$ cat src/rtl/imem_boot_loader.sv
// rtl/imem_boot_loader.sv - byte-stream program loader that fills instruction memory, then releases the core
//
// Purpose:
//   Accepts a framed byte stream and writes it into instruction memory at word
//   index 0,1,2,... while the core is held.
//   Frame: LEN_HI, LEN_LO (big-endian 16-bit word count N), then 4*N data
//   bytes. Each word is packed big-endian, so the first byte of a word lands in
//   imem_wdata[31:24]. The core is released once the last word has been written.
//
// Optional feature (macro CHECKSUM_EN):
//   When CHECKSUM_EN is defined, one checksum byte follows the data. It must
//   equal the XOR of every LEN and data byte. A match releases the core. A
//   mismatch raises load_err, and words already written stay in memory.
//   When CHECKSUM_EN is undefined, there is no checksum byte.
//
// Parameters:
//   ADDR_WIDTH    word-index width of imem_addr (capacity 2**ADDR_WIDTH words, max 16)
//
// Ports:
//   clk           system clock, rising edge
//   rst_n         asynchronous active-low reset
//   in_data       stream byte
//   in_valid      in_data valid
//   in_ready      loader accepts a byte this cycle
//   imem_we       instruction-memory write strobe, one cycle per word
//   imem_addr     word index of the write
//   imem_wdata    packed instruction word
//   cpu_run       1 = core may fetch/execute, 0 = core held
//   load_err      sticky error flag, cleared only by reset
//   words_loaded  number of words written so far
module imem_boot_loader #(
    parameter int ADDR_WIDTH = 8
) (
    input  logic                  clk,
    input  logic                  rst_n,
    input  logic [7:0]            in_data,
    input  logic                  in_valid,
    output logic                  in_ready,
    output logic                  imem_we,
    output logic [ADDR_WIDTH-1:0] imem_addr,
    output logic [31:0]           imem_wdata,
    output logic                  cpu_run,
    output logic                  load_err,
    output logic [15:0]           words_loaded
);

    typedef enum logic [2:0] {
        S_LEN_HI,
        S_LEN_LO,
        S_DATA,
        S_CHK,
        S_DONE,
        S_ERR
    } state_t;

    // Capacity is held in 17 bits so that a 16-bit count can be compared
    // against 2**16 without overflow.
    localparam logic [16:0] CAPACITY = 17'(1) << ADDR_WIDTH;

    state_t                  state_q;
    logic                    in_ready_q;
    logic                    imem_we_q;
    logic [ADDR_WIDTH-1:0]   imem_addr_q;
    logic [31:0]             imem_wdata_q;
    logic                    cpu_run_q;
    logic                    load_err_q;
    logic [15:0]             words_loaded_q;

    logic [7:0]              len_hi_q;      // first length byte, held until LEN_LO arrives
    logic [15:0]             len_q;         // word count N of the current frame
    logic [15:0]             word_idx_q;    // index of the word being assembled
    logic [1:0]              byte_cnt_q;    // byte position inside the current word
    logic [23:0]             shift_q;       // first three bytes of the current word
`ifdef CHECKSUM_EN
    logic [7:0]              csum_q;        // running XOR of LEN and data bytes
`endif

    logic                    accept;
    logic [15:0]             len_word;
    logic                    len_too_big;
    logic                    last_word;
    logic [31:0]             word_d;

    assign accept      = in_valid && in_ready_q;
    assign len_word    = {len_hi_q, in_data};
    assign len_too_big = {1'b0, len_word} > CAPACITY;
    assign last_word   = (word_idx_q == len_q - 16'd1);
    assign word_d      = {shift_q, in_data};

    always_ff @(posedge clk or negedge rst_n) begin
        if (!rst_n) begin
            state_q        <= S_LEN_HI;
            in_ready_q     <= 1'b0;
            imem_we_q      <= 1'b0;
            imem_addr_q    <= '0;
            imem_wdata_q   <= '0;
            cpu_run_q      <= 1'b0;
            load_err_q     <= 1'b0;
            words_loaded_q <= '0;
            len_hi_q       <= '0;
            len_q          <= '0;
            word_idx_q     <= '0;
            byte_cnt_q     <= '0;
            shift_q        <= '0;
`ifdef CHECKSUM_EN
            csum_q         <= '0;
`endif
        end else begin
            // The write strobe is a single-cycle pulse.
            // Address and data keep their values until the next write.
            imem_we_q <= 1'b0;

            case (state_q)
                S_LEN_HI: begin
                    // in_ready leaves reset low and rises on the first clock after release.
                    in_ready_q <= 1'b1;
                    if (accept) begin
                        len_hi_q <= in_data;
`ifdef CHECKSUM_EN
                        csum_q   <= in_data;
`endif
                        state_q  <= S_LEN_LO;
                    end
                end

                S_LEN_LO: begin
                    if (accept) begin
                        len_q      <= len_word;
                        word_idx_q <= '0;
                        byte_cnt_q <= '0;
`ifdef CHECKSUM_EN
                        csum_q     <= csum_q ^ in_data;
`endif
                        if (len_word == 16'd0) begin
                            // An empty image releases the core right away.
                            state_q    <= S_DONE;
                            in_ready_q <= 1'b0;
                            cpu_run_q  <= 1'b1;
                        end else if (len_too_big) begin
                            state_q    <= S_ERR;
                            in_ready_q <= 1'b0;
                            load_err_q <= 1'b1;
                        end else begin
                            state_q    <= S_DATA;
                        end
                    end
                end

                S_DATA: begin
                    if (accept) begin
`ifdef CHECKSUM_EN
                        csum_q     <= csum_q ^ in_data;
`endif
                        byte_cnt_q <= byte_cnt_q + 2'd1;
                        if (byte_cnt_q == 2'd3) begin
                            imem_we_q      <= 1'b1;
                            imem_addr_q    <= word_idx_q[ADDR_WIDTH-1:0];
                            imem_wdata_q   <= word_d;
                            word_idx_q     <= word_idx_q + 16'd1;
                            // The count updates together with the strobe.
                            words_loaded_q <= word_idx_q + 16'd1;
                            if (last_word) begin
`ifdef CHECKSUM_EN
                                state_q    <= S_CHK;
`else
                                // cpu_run follows one cycle later, from DONE.
                                state_q    <= S_DONE;
                                in_ready_q <= 1'b0;
`endif
                            end
                        end else begin
                            shift_q <= {shift_q[15:0], in_data};
                        end
                    end
                end

`ifdef CHECKSUM_EN
                S_CHK: begin
                    if (accept) begin
                        in_ready_q <= 1'b0;
                        if (in_data == csum_q) begin
                            state_q   <= S_DONE;
                            cpu_run_q <= 1'b1;
                        end else begin
                            state_q    <= S_ERR;
                            load_err_q <= 1'b1;
                        end
                    end
                end
`endif

                S_DONE: begin
                    in_ready_q <= 1'b0;
                    cpu_run_q  <= 1'b1;
                end

                S_ERR: begin
                    in_ready_q <= 1'b0;
                    cpu_run_q  <= 1'b0;
                    load_err_q <= 1'b1;
                end

                default: begin
                    // Any unreachable encoding locks the loader out until reset.
                    state_q    <= S_ERR;
                    in_ready_q <= 1'b0;
                    load_err_q <= 1'b1;
                end
            endcase
        end
    end

    assign in_ready     = in_ready_q;
    assign imem_we      = imem_we_q;
    assign imem_addr    = imem_addr_q;
    assign imem_wdata   = imem_wdata_q;
    assign cpu_run      = cpu_run_q;
    assign load_err     = load_err_q;
    assign words_loaded = words_loaded_q;

endmodule

$ cat config.mk
export PLATFORM = sky130hd
export DESIGN_NAME = imem_boot_loader
export DESIGN_NICKNAME = d
export VERILOG_FILES = /design/src/rtl/imem_boot_loader.sv
export SDC_FILE = /design/constraint.sdc
export NUM_CORES = 1
export LEC_CHECK = 0
export BUFFER_PORTS_ARGS = -buffer_cell sky130_fd_sc_hd__buf_2
export CAP_MARGIN = 5
export CORE_UTILIZATION = 43
export CTS_CLUSTER_DIAMETER = 120
export CTS_CLUSTER_SIZE = 40
export DETAILED_ROUTE_END_ITERATION = 10
export PLACE_DENSITY = 0.72
export SETUP_SLACK_MARGIN = 0.02
export SKIP_LAST_GASP = 1
export SYNTH_ARGS = -nofsm -noshare
export SYNTH_HDL_FRONTEND = slang
export SYNTH_SLANG_ARGS = --single-unit
$ cat constraint.sdc
create_clock -name clk -period 3.2 [get_ports clk]
set_input_delay 0.64 -clock clk [delete_from_list [all_inputs] [get_ports clk]]
set_output_delay 0.64 -clock clk [all_outputs]
set_load 0.005 [all_outputs]
==> results of run 1 <==
[stage by stage]
step | cell area, sq um | util, % | worst slack (ns) | instances | power (mW)
after floorplan | 5808 | - | 0.9870 | 576 | 2.769
after global placement | 6337 | 48.05 | 0.7328 | 798 | 3.175
after detailed placement | 6337 | 48.05 | 0.6991 | 798 | 3.220
after CTS | 6890 | 52.24 | 0.8387 | 829 | 5.034
after global routing | 6890 | 52.24 | 0.6504 | 829 | 5.248
final | 6890 | 52.24 | 0.7857 | 829 | 4.980
[path summary, 6_finish.rpt]
| path | slack, ns | cells after the start | startpoint | to |
|---|---|---|---|---|
| max in group asynchronous | 2.40 | 2 | rst_n | shift_q[17] |
| max reg2reg | 0.79 | 8 | len_q[0] | state_q[1] |
| min in group clk | 0.47 | 2 | imem_wdata[28] | imem_wdata[28] |
| min reg2reg | 0.47 | 2 | imem_wdata[28] | imem_wdata[28] |
| min | 0.1 | 1 | rst_n | byte_cnt_q[1] |
| max | 0.79 | 8 | len_q[0] | state_q[1] |
[cell families (layout without fill, tap and decap cells)]
family          count (synthesis)  after routing
xor+xnor                       34             34
fa+ha+maj                       3              3
buf+inv                        44            121
mux                            47             47
flops                         129            129
simple gates                  246            246
compound gates                 73             73
[layer usage]
metal  share of wire [%]  routed length (um)  GRT usage, %  vias to the layer above
met2                  49                6182         31.43                       88
met3                 4.3                 542         5.212                       19
li1                    -                   -             -                     2068
met5                   0                   0             0                        -
met4                 1.6                 207         8.654                        0
met1                  45                5670         25.14                     2128
[cells in the mapped netlist, types with 2 or more instances]
library cell / count
sky130_fd_sc_hd__clkbuf_1: 23
sky130_fd_sc_hd__nor2b_1: 3
sky130_fd_sc_hd__nand2b_1: 3
sky130_fd_sc_hd__nor3_1: 8
sky130_fd_sc_hd__xnor2_1: 25
sky130_fd_sc_hd__nor4_1: 3
sky130_fd_sc_hd__and3b_1: 2
sky130_fd_sc_hd__and2_1: 3
sky130_fd_sc_hd__a31oi_1: 5
sky130_fd_sc_hd__o21ai_0: 40
sky130_fd_sc_hd__dfrtp_1: 129
sky130_fd_sc_hd__o41ai_1: 2
sky130_fd_sc_hd__nand3_1: 10
sky130_fd_sc_hd__and3_1: 3
sky130_fd_sc_hd__buf_2: 4
sky130_fd_sc_hd__ha_1: 3
sky130_fd_sc_hd__o22ai_1: 3
sky130_fd_sc_hd__mux2_2: 46
sky130_fd_sc_hd__nand4_1: 6
sky130_fd_sc_hd__nand2_1: 167
sky130_fd_sc_hd__nor2_1: 26
sky130_fd_sc_hd__nor4_4: 3
sky130_fd_sc_hd__inv_1: 13
sky130_fd_sc_hd__a21o_1: 5
sky130_fd_sc_hd__a21oi_1: 7
sky130_fd_sc_hd__buf_1: 4
sky130_fd_sc_hd__nor4_2: 3
sky130_fd_sc_hd__xor2_1: 9
[power groups by stage]
stage               Clock, mW  Combinational (mW)  Sequential, mW
global placement            0               0.893            2.28
global route             1.89                1.03            2.33
detailed placement          0               0.920            2.30
floorplan                   0               0.510            2.26
CTS                      1.82               0.934            2.28
finish                   1.79               0.913            2.28
[registers in the layout, summed over array words and instances (netlist names), 2 cells and up]
signal / cells
imem_addr: 8
len_hi_q: 8
len_q: 16
imem_wdata: 32
byte_cnt_q: 2
word_idx_q: 16
state_q: 3
shift_q: 24
words_loaded: 16
[final cells by class]
class / count / area [sq um]
well taps: 176 / 220.2
clock inverters: 12 / 110.1
flip-flops and latches: 129 / 3228
inverters: 13 / 48.80
fillers: 1172 / 6300
multi-input cells: 403 / 2422
clock buffers: 19 / 442.9
repair buffers: 77 / 417.9
[worst max-delay path, stage by stage, from the launching register on]
cell                        delay (ns)
sky130_fd_sc_hd__dfrtp_1          0.40
sky130_fd_sc_hd__inv_1            0.09
sky130_fd_sc_hd__ha_1             0.18
sky130_fd_sc_hd__nor2b_1          0.37
sky130_fd_sc_hd__nand4_1          0.17
sky130_fd_sc_hd__xnor2_1          0.20
sky130_fd_sc_hd__o2111ai_1        0.14
sky130_fd_sc_hd__nor4_1           0.53
sky130_fd_sc_hd__o22ai_1          0.17
==> results.toml, run 1 <==
[power_and_ir_drop]
power_frac_clock_pct = 35.9
power.density_cell_area_nw_per_um2 = 722.8
power.combinational.fraction_pct = 18.3
power_frac_seq_pct = 45.8
power.switching_fraction_pct = 28.94
power.net_switching_mw = 1.441
p_leak_nw = 3.398
p_int_mw = 3.539
ir_drop_v = 0.0004370

[clocking]
clk_pin_slew_worst_paths_ns = 0.06
tritoncts_clock_tree = "done"
cts_post_setup_buffers_inserted = 0
cts_made_buffers = 17
cts-root-to-sink-buffers = 2
cts.root.buffer_cell = "sky130_fd_sc_hd__clkbuf_16"
clkSinkCount = 129
cts_max_level = 4
clk-insertion-delay-late_ns = 0.42
post_cts.resized_instances = 0
cts_hold_buf = 0

[route]
dr_total_vias = 4303
drt_first_pass_iters = 4
wl_per_cell_um = 15.20
remaining_drc_errors = 0
via_per_inst = 5.191
drt-initial-drc-count = 295
route.final.wire_length_um = 12600
detail-route-antenna-nets = 0

[grt]
grt_antenna_before_repair = 0
grt_start_max_net_pins = 83
grt_pass1_wl_um = 21400
overflow = 0
grt_pass1_vias = 4333
grtUsageTotal_pct = 19.68

[sta]
shortest_clock_period_the_worst_path_allows_after_layout_ns = 2.414
final_hold_viol_count = 0
setup_tns_ns = 0
final.setup_skew_ns = 0.01069
worst_pin_slew_ns = 1.063
post-route-period-util_pct = 75.45
grt_setup_unrepaired = "false"
whs_ns = 0.09691
final_max_slew_viol_count = 0
achievable-frequency_mhz = 414.2
finalSetupViolCount = 0
relSlewSlack_pct = 28.89

[status]
outcome = "finished clean"

[finish]
drive_gt1_share_pct = 25.27
layout-area-overhead-vs-synth_pct = 18.63
nets = 655
num_antenna_cells = 0
layout.cells.most_common = "sky130_fd_sc_hd__nand2_1"
layout_common_cells = "sky130_fd_sc_hd__nand2_1 (167), sky130_fd_sc_hd__dfrtp_1 (129), sky130_fd_sc_hd__buf_2 (69), sky130_fd_sc_hd__mux2_2 (46), sky130_fd_sc_hd__o21ai_0 (40)"

[yosys]
synth_top_cell_by_area = "sky130_fd_sc_hd__dfrtp_1"
synth.top_cells.by_area = "sky130_fd_sc_hd__dfrtp_1 (56%), sky130_fd_sc_hd__nand2_1 (11%), sky130_fd_sc_hd__mux2_2 (8.9%)"
synthesis.yosys.warnings = 0
adder_cell_area_share_of_the_yosys_netlist_pct = 0.6463
post_synth_edffs = 0
synth-simple-area-share_pct = 19.15
nets_in_the_synthesized_netlist = 590
postSynth.topFlopCell = "sky130_fd_sc_hd__dfrtp_1"
ys_async_sr_fraction_pct = 100.0
synth_area_per_cell_sq_um = 10.08
synthesis.instances = 576
yosys.area_share.xor_xnor_pct = 5.127
synth_compound_area_share_pct = 7.475
synth.ff_latch_count = 129
yosysUniqueCellTypes = 46
synth.top_cell.area_share_pct = 55.58
synth.yosys.seq_area_share_pct = 55.58
main_combinational_cell_family_by_area_after_synthesis = "simple AND/OR/NAND/NOR gates"
post_synth_instance_area_sq_um = 5808
yosys-mux-area-fraction_pct = 9.091

[setup_path]
setup_cp_type = "reg2reg"
end_kind = "flip-flop"
critPathRequiredTime_ns = 3.47
setup.worst_path.start_class = "flip-flop"
cp_max_fo = 6
worstPathArrival_ns = 2.69

[place]
io_buffer_count = 70
place_congestion = 0.9184
detailed_place_hpwl_um = 8613

[floorplanning]
io_pins = 71
initial_core_util_pct = 44.03
die_w_um = 118.2
total_die_area_sq_um = 13980
fp_rows = 42
die_height_um = 118.2
fp.coreArea_sq_um = 13190

[job]
drv_cap = 0

[worst_hold_path]
min-delay-path-class = "in2async"
Power figures use the tool's default switching activity.
==> run 2, diff against run 1 <==
- clock period: 3.2 -> 2.38 ns (I/O delays scaled with it)
==> run 2 against run 1 <==
Against the previous run:
- non-clock buffer count rose by 12
- critical path depth did not move
- sequential cell count did not move
- setup slack got worse by 0.70 ns
- critical path type unchanged
==> results.toml, run 2 (synthesis gave the netlist of run 1 again) <==
[grt]
overflow = 0
grt_antenna_before_repair = 0
grt_pass1_vias = 4337
grt.met3_usage_pct = 5.647
grt_start_max_net_pins = 83
grt.busiest_layer = "met2"
grt_pass1_wl_um = 21450
grtUsageMet2_pct = 31.36
grtUsageTotal_pct = 19.56
grtUsageMet1_pct = 25.63

[setup_path]
critical_path.most_common_cell = "sky130_fd_sc_hd__buf_4"
end_kind = "flip-flop"
crit_path_cell_trace = "nor4_4, buf_4, xor2_1, and4b_1, o2111ai_1, nor4_2, buf_4, o22ai_1"
worstPathArrival_ns = 2.58
r2r_cells = 8
critical_path_cell_count = 8
crit_path_max_incr_delay_ns = 0.46
setup_cp_type = "reg2reg"
setup.worst_path.start_class = "flip-flop"
timing.critical_path.buf_inv = 2
critPathRequiredTime_ns = 2.66
cp_max_fo = 7
critical-path-top-delay-family = "simple AND/OR/NAND/NOR gates"
reg2reg_setup_slack_ns = 0.09
cp_slowest_cell = "sky130_fd_sc_hd__dfrtp_1"

[route]
drt-initial-drc-count = 290
dr_total_vias = 4363
wl_per_cell_um = 14.96
remaining_drc_errors = 0
via_per_inst = 5.182
drt_first_pass_iters = 4
route.final.wire_length_um = 12590
detail-route-antenna-nets = 0

[place]
io_buffer_count = 70
place_congestion = 0.8693
detailed_place_hpwl_um = 8682

[power_and_ir_drop]
p_leak_nw = 3.492
power.density_cell_area_nw_per_um2 = 960.0
ir_drop_v = 0.0006007

[sta]
achievable-frequency_mhz = 435.9
post-route-period-util_pct = 96.40
finalSetupViolCount = 0
final_hold_viol_count = 0
setup_tns_ns = 0
worst_pin_slew_ns = 0.6543
grt_setup_unrepaired = "false"
whs_ns = 0.05324
shortest_clock_period_the_worst_path_allows_after_layout_ns = 2.294
relSlewSlack_pct = 56.33
final.setup_skew_ns = 0.008895
final_max_slew_viol_count = 0

[floorplanning]
io_pins = 71
die_height_um = 118.2
fp.coreArea_sq_um = 13190
fp_rows = 42
die_w_um = 118.2
total_die_area_sq_um = 13980
initial_core_util_pct = 44.03

[finish]
drive_gt1_share_pct = 27.18
multi_input_comb_area_sq_um = 2441
final_layout_fill_cell_count = 1154
layout-area-overhead-vs-synth_pct = 21.39
nets = 667
area.sequential_sq_um = 3228
num_antenna_cells = 0
layout_common_cells = "sky130_fd_sc_hd__nand2_1 (167), sky130_fd_sc_hd__dfrtp_1 (129), sky130_fd_sc_hd__buf_2 (69), sky130_fd_sc_hd__mux2_2 (46), sky130_fd_sc_hd__o21ai_0 (40)"
layout.cells.most_common = "sky130_fd_sc_hd__nand2_1"
largest_register_ff_count = 32

[clocking]
cts.root.buffer_cell = "sky130_fd_sc_hd__clkbuf_16"
clkSinkCount = 129
cts_max_level = 4
cts-root-to-sink-buffers = 2
clk-insertion-delay-late_ns = 0.41
clk_pin_slew_worst_paths_ns = 0.06
tritoncts_clock_tree = "done"
cts_made_buffers = 17

[worst_hold_path]
min-delay-path-class = "in2async"

[status]
outcome = "finished clean"

[job]
drv_cap = 0
run 2: path summary, 6_finish.rpt:
check	from	to
hold / removal	rst_n	word_idx_q[12]
hold reg to reg	imem_wdata[24]	imem_wdata[24]
setup reg to reg	len_q[5]	state_q[1]
min in group clk	in_data[3]	imem_wdata[3]
setup / recovery	len_q[5]	state_q[1]
max in group asynchronous	rst_n	word_idx_q[0]
run 2: what timing repair did:
action	4_1_cts	5_1_grt
resized for setup	0	5
setup buffers	0	1
endpoints found under the setup margin	0	14
hold buffers	0	0
run 2: layout make-up:
| class | count | share of cell area, % |
|---|---|---|
| clock buffer | 21 | 6.531 |
| clock inverter | 11 | 1.455 |
| inverter | 13 | 0.6921 |
| multi-input combinational | 403 | 34.62 |
| sequential | 129 | 45.79 |
| tap | 176 | 3.123 |
| timing repair buffer | 89 | 7.791 |
run 2: stage by stage:
| step | worst slack [ns] | cell area [sq um] | util (%) | instances | total power, mW |
|---|---|---|---|---|---|
| after floorplan | 0.3310 | 5808 | - | 576 | 3.723 |
| after global placement | 0.06903 | 6457 | 48.96 | 809 | 4.299 |
| after detailed placement | 0.03474 | 6457 | 48.96 | 809 | 4.374 |
| after CTS | 0.08870 | 7020 | 53.23 | 841 | 6.831 |
| after global routing | 0.01184 | 7051 | 53.45 | 842 | 7.140 |
| final | 0.08572 | 7051 | 53.45 | 842 | 6.769 |
run 2: routing by layer:
metal  share of wire (%)  vias up
met5                   0        -
met4                0.56        0
met3                 5.1       10
met2                  49      119
met1                  45     2155
li1                    -     2079
run 2: where the power goes:
| part | internal, mW | leakage, nW | switching (mW) |
|---|---|---|---|
| combinational | 0.614 | 1.56 | 0.656 |
| sequential | 2.72 | 1.66 | 0.341 |
| clock | 1.49 | 0.270 | 0.947 |
| total | 4.83 | 3.49 | 1.94 |
run 2: worst register-to-register path: stages, from the launching register on:
cell	delay [ns]
sky130_fd_sc_hd__dfrtp_1	0.46
sky130_fd_sc_hd__nor4_4	0.28
sky130_fd_sc_hd__buf_4	0.19
sky130_fd_sc_hd__xor2_1	0.17
sky130_fd_sc_hd__and4b_1	0.26
sky130_fd_sc_hd__o2111ai_1	0.20
sky130_fd_sc_hd__nor4_2	0.36
sky130_fd_sc_hd__buf_4	0.17
sky130_fd_sc_hd__o22ai_1	0.07
==> run 3, diff against run 2 <==
- GPL_TIMING_DRIVEN: unset -> 0
- SKIP_LAST_GASP: 1 -> unset
==> run 3 against run 2 <==
Against the previous run:
- die area did not move
- cell area increased by 0.36%
- worst hold slack worse by 0.022 ns
- maximum frequency up 2.9%
- global-route usage rose by 1.1 points
- sequential power is essentially flat
- clock skew about the same
- wire length up 6.0%
==> results.toml, run 3 (synthesis gave the netlist of run 1 again) <==
[status]
outcome = "finished clean"

[finish]
multi_input_comb_area_sq_um = 2465
layout.cells.most_common = "sky130_fd_sc_hd__nand2_1"
layout-area-overhead-vs-synth_pct = 21.82
stdcell_area_sq_um = 7076
final_layout_fill_cell_count = 1139
drive_gt1_share_pct = 26.07
area.sequential_sq_um = 3229
largest_register_ff_count = 32
num_antenna_cells = 0
layout_common_cells = "sky130_fd_sc_hd__nand2_1 (167), sky130_fd_sc_hd__dfrtp_1 (128), sky130_fd_sc_hd__buf_2 (77), sky130_fd_sc_hd__mux2_2 (46), sky130_fd_sc_hd__o21ai_0 (40)"
nets = 680

[route]
routed-wl-met2_um = 6449
via_per_inst = 5.157
dr_total_vias = 4409
wl_per_cell_um = 15.61
drt-initial-drc-count = 277
detail-route-antenna-nets = 0
remaining_drc_errors = 0
drt_first_pass_iters = 5
route.final.wire_length_um = 13350
maxUsedRoutingLayer = "met4"
met3_length_um = 617
met1Wirelength_um = 6002

[job]
drv_cap = 0

[sta]
post-route-period-util_pct = 93.73
setup_tns_ns = 0
final.setup_skew_ns = 0.008733
final_critical_path_setup_slack_ns = 0.1493
shortest_clock_period_the_worst_path_allows_after_layout_ns = 2.231
final_max_slew_viol_count = 0
final_hold_viol_count = 0
relSlewSlack_pct = 58.84
finalSetupViolCount = 0
worst_pin_slew_ns = 0.6174
grt_setup_unrepaired = "true"
achievable-frequency_mhz = 448.3

[grt]
overflow = 0
grt_start_max_net_pins = 67
grt_pass1_wl_um = 22400
grt_pass1_vias = 4458
grt_antenna_before_repair = 0
grtUsageTotal_pct = 20.68

[clocking]
clkSinkCount = 129
clk-insertion-delay-late_ns = 0.43
cts_max_level = 4
clk_pin_slew_worst_paths_ns = 0.06
cts_hold_buf = 0
tritoncts_clock_tree = "done"
cts-root-to-sink-buffers = 2
cts_made_buffers = 17
cts.root.buffer_cell = "sky130_fd_sc_hd__clkbuf_16"

[setup_path]
setup_cp_type = "reg2reg"
r2r_end = "state_q[1]"
worstSetupEndpoint = "state_q[1]"
reg2reg_from = "len_q[2]"
cp_max_fo = 5
critPathLaunch = "len_q[2]"
critPathRequiredTime_ns = 2.67
worstPathArrival_ns = 2.52
end_kind = "flip-flop"
r2r_cells = 6
setup.worst_path.start_class = "flip-flop"
reg2reg_setup_slack_ns = 0.15

[floorplanning]
initial_core_util_pct = 44.03
die_w_um = 118.2
io_pins = 71
fp.coreArea_sq_um = 13190
die_height_um = 118.2
total_die_area_sq_um = 13980
fp_rows = 42

[place]
dpl_cell_area_sq_um = 6412
io_buffer_count = 70
place_congestion = 0.8728
pre_cts_slack_ns = -0.2145
detailed_place_hpwl_um = 9464

[power_and_ir_drop]
power.density_cell_area_nw_per_um2 = 983.9
ir_drop_v = 0.0008661
p_leak_nw = 3.518

[worst_hold_path]
min-delay-path-class = "in2async"
-- run 3: cell types whose count changed in the layout (fill, tap and decap cells not counted), sizes merged --
cell	delta
buf	-9
bufinv	+1
clkbuf	+18
inv	+5
clkinv	-2
-- run 3: report_power, final --
part / internal, mW / switching [mW]
clock network: 1.57 / 1.04
logic: 0.600 / 0.678
registers: 2.72 / 0.362
total: 4.88 / 2.08
-- run 3: how the worst min path moves through the flow --
stage                startpoint             end  slack [ns]  depth (start not counted)
finish                    rst_n  word_idx_q[12]        0.03                          1
global route              rst_n  word_idx_q[12]        0.08                          1
CTS                       rst_n  word_idx_q[12]        0.05                          1
detailed placement  shift_q[20]  imem_wdata[28]        0.46                          2
global placement    shift_q[22]  imem_wdata[30]        0.45                          2
floorplan                 rst_n   byte_cnt_q[0]        0.18                          0
-- run 3: per-layer routing --
metal  global-route usage (%)  vias up
met3                    4.923       20
met1                    26.37     2167
met5                        0        -
li1                         -     2115
met4                    8.894        0
met2                    33.60      107
-- run 3: cell type report --
class,instances,share of cell area [%]
Clock inverter,15,2.387
Inverter,13,0.6897
Timing Repair Buffer,72,5.535
Tap cell,176,3.112
Multi-Input combinational cell,403,34.84
Clock buffer,17,6.012
Buffer,30,1.786
Sequential cell,129,45.64
-- run 3: through the flow --
stage	util, %	std cells	hold slack, ns	power (mW)
2_1_floorplan	-	576	0.1804	3.723
3_3_place_gp	48.36	822	0.4486	4.302
3_5_place_dp	48.62	823	0.4563	4.373
4_1_cts	53.27	855	0.05153	7.016
5_1_grt	53.64	855	0.07786	7.337
6_report	53.64	855	0.03115	6.962
-- run 3: repair_timing --
item                                    CTS  global route
cloned                                    0             0
endpoints found under the hold margin     0             0
pin swaps                                 0             2
gates resized for setup                   8            12
endpoints found under the setup margin   70            81
setup buffers                             0             1
-- run 3: critical path, stage by stage, from the launching register on --
cell                        delay [ns]
sky130_fd_sc_hd__dfrtp_1          0.44
sky130_fd_sc_hd__nor3_1           0.45
sky130_fd_sc_hd__nand4_1          0.22
sky130_fd_sc_hd__xnor2_1          0.20
sky130_fd_sc_hd__o2111ai_1        0.20
sky130_fd_sc_hd__nor4_2           0.45
sky130_fd_sc_hd__o22ai_1          0.14
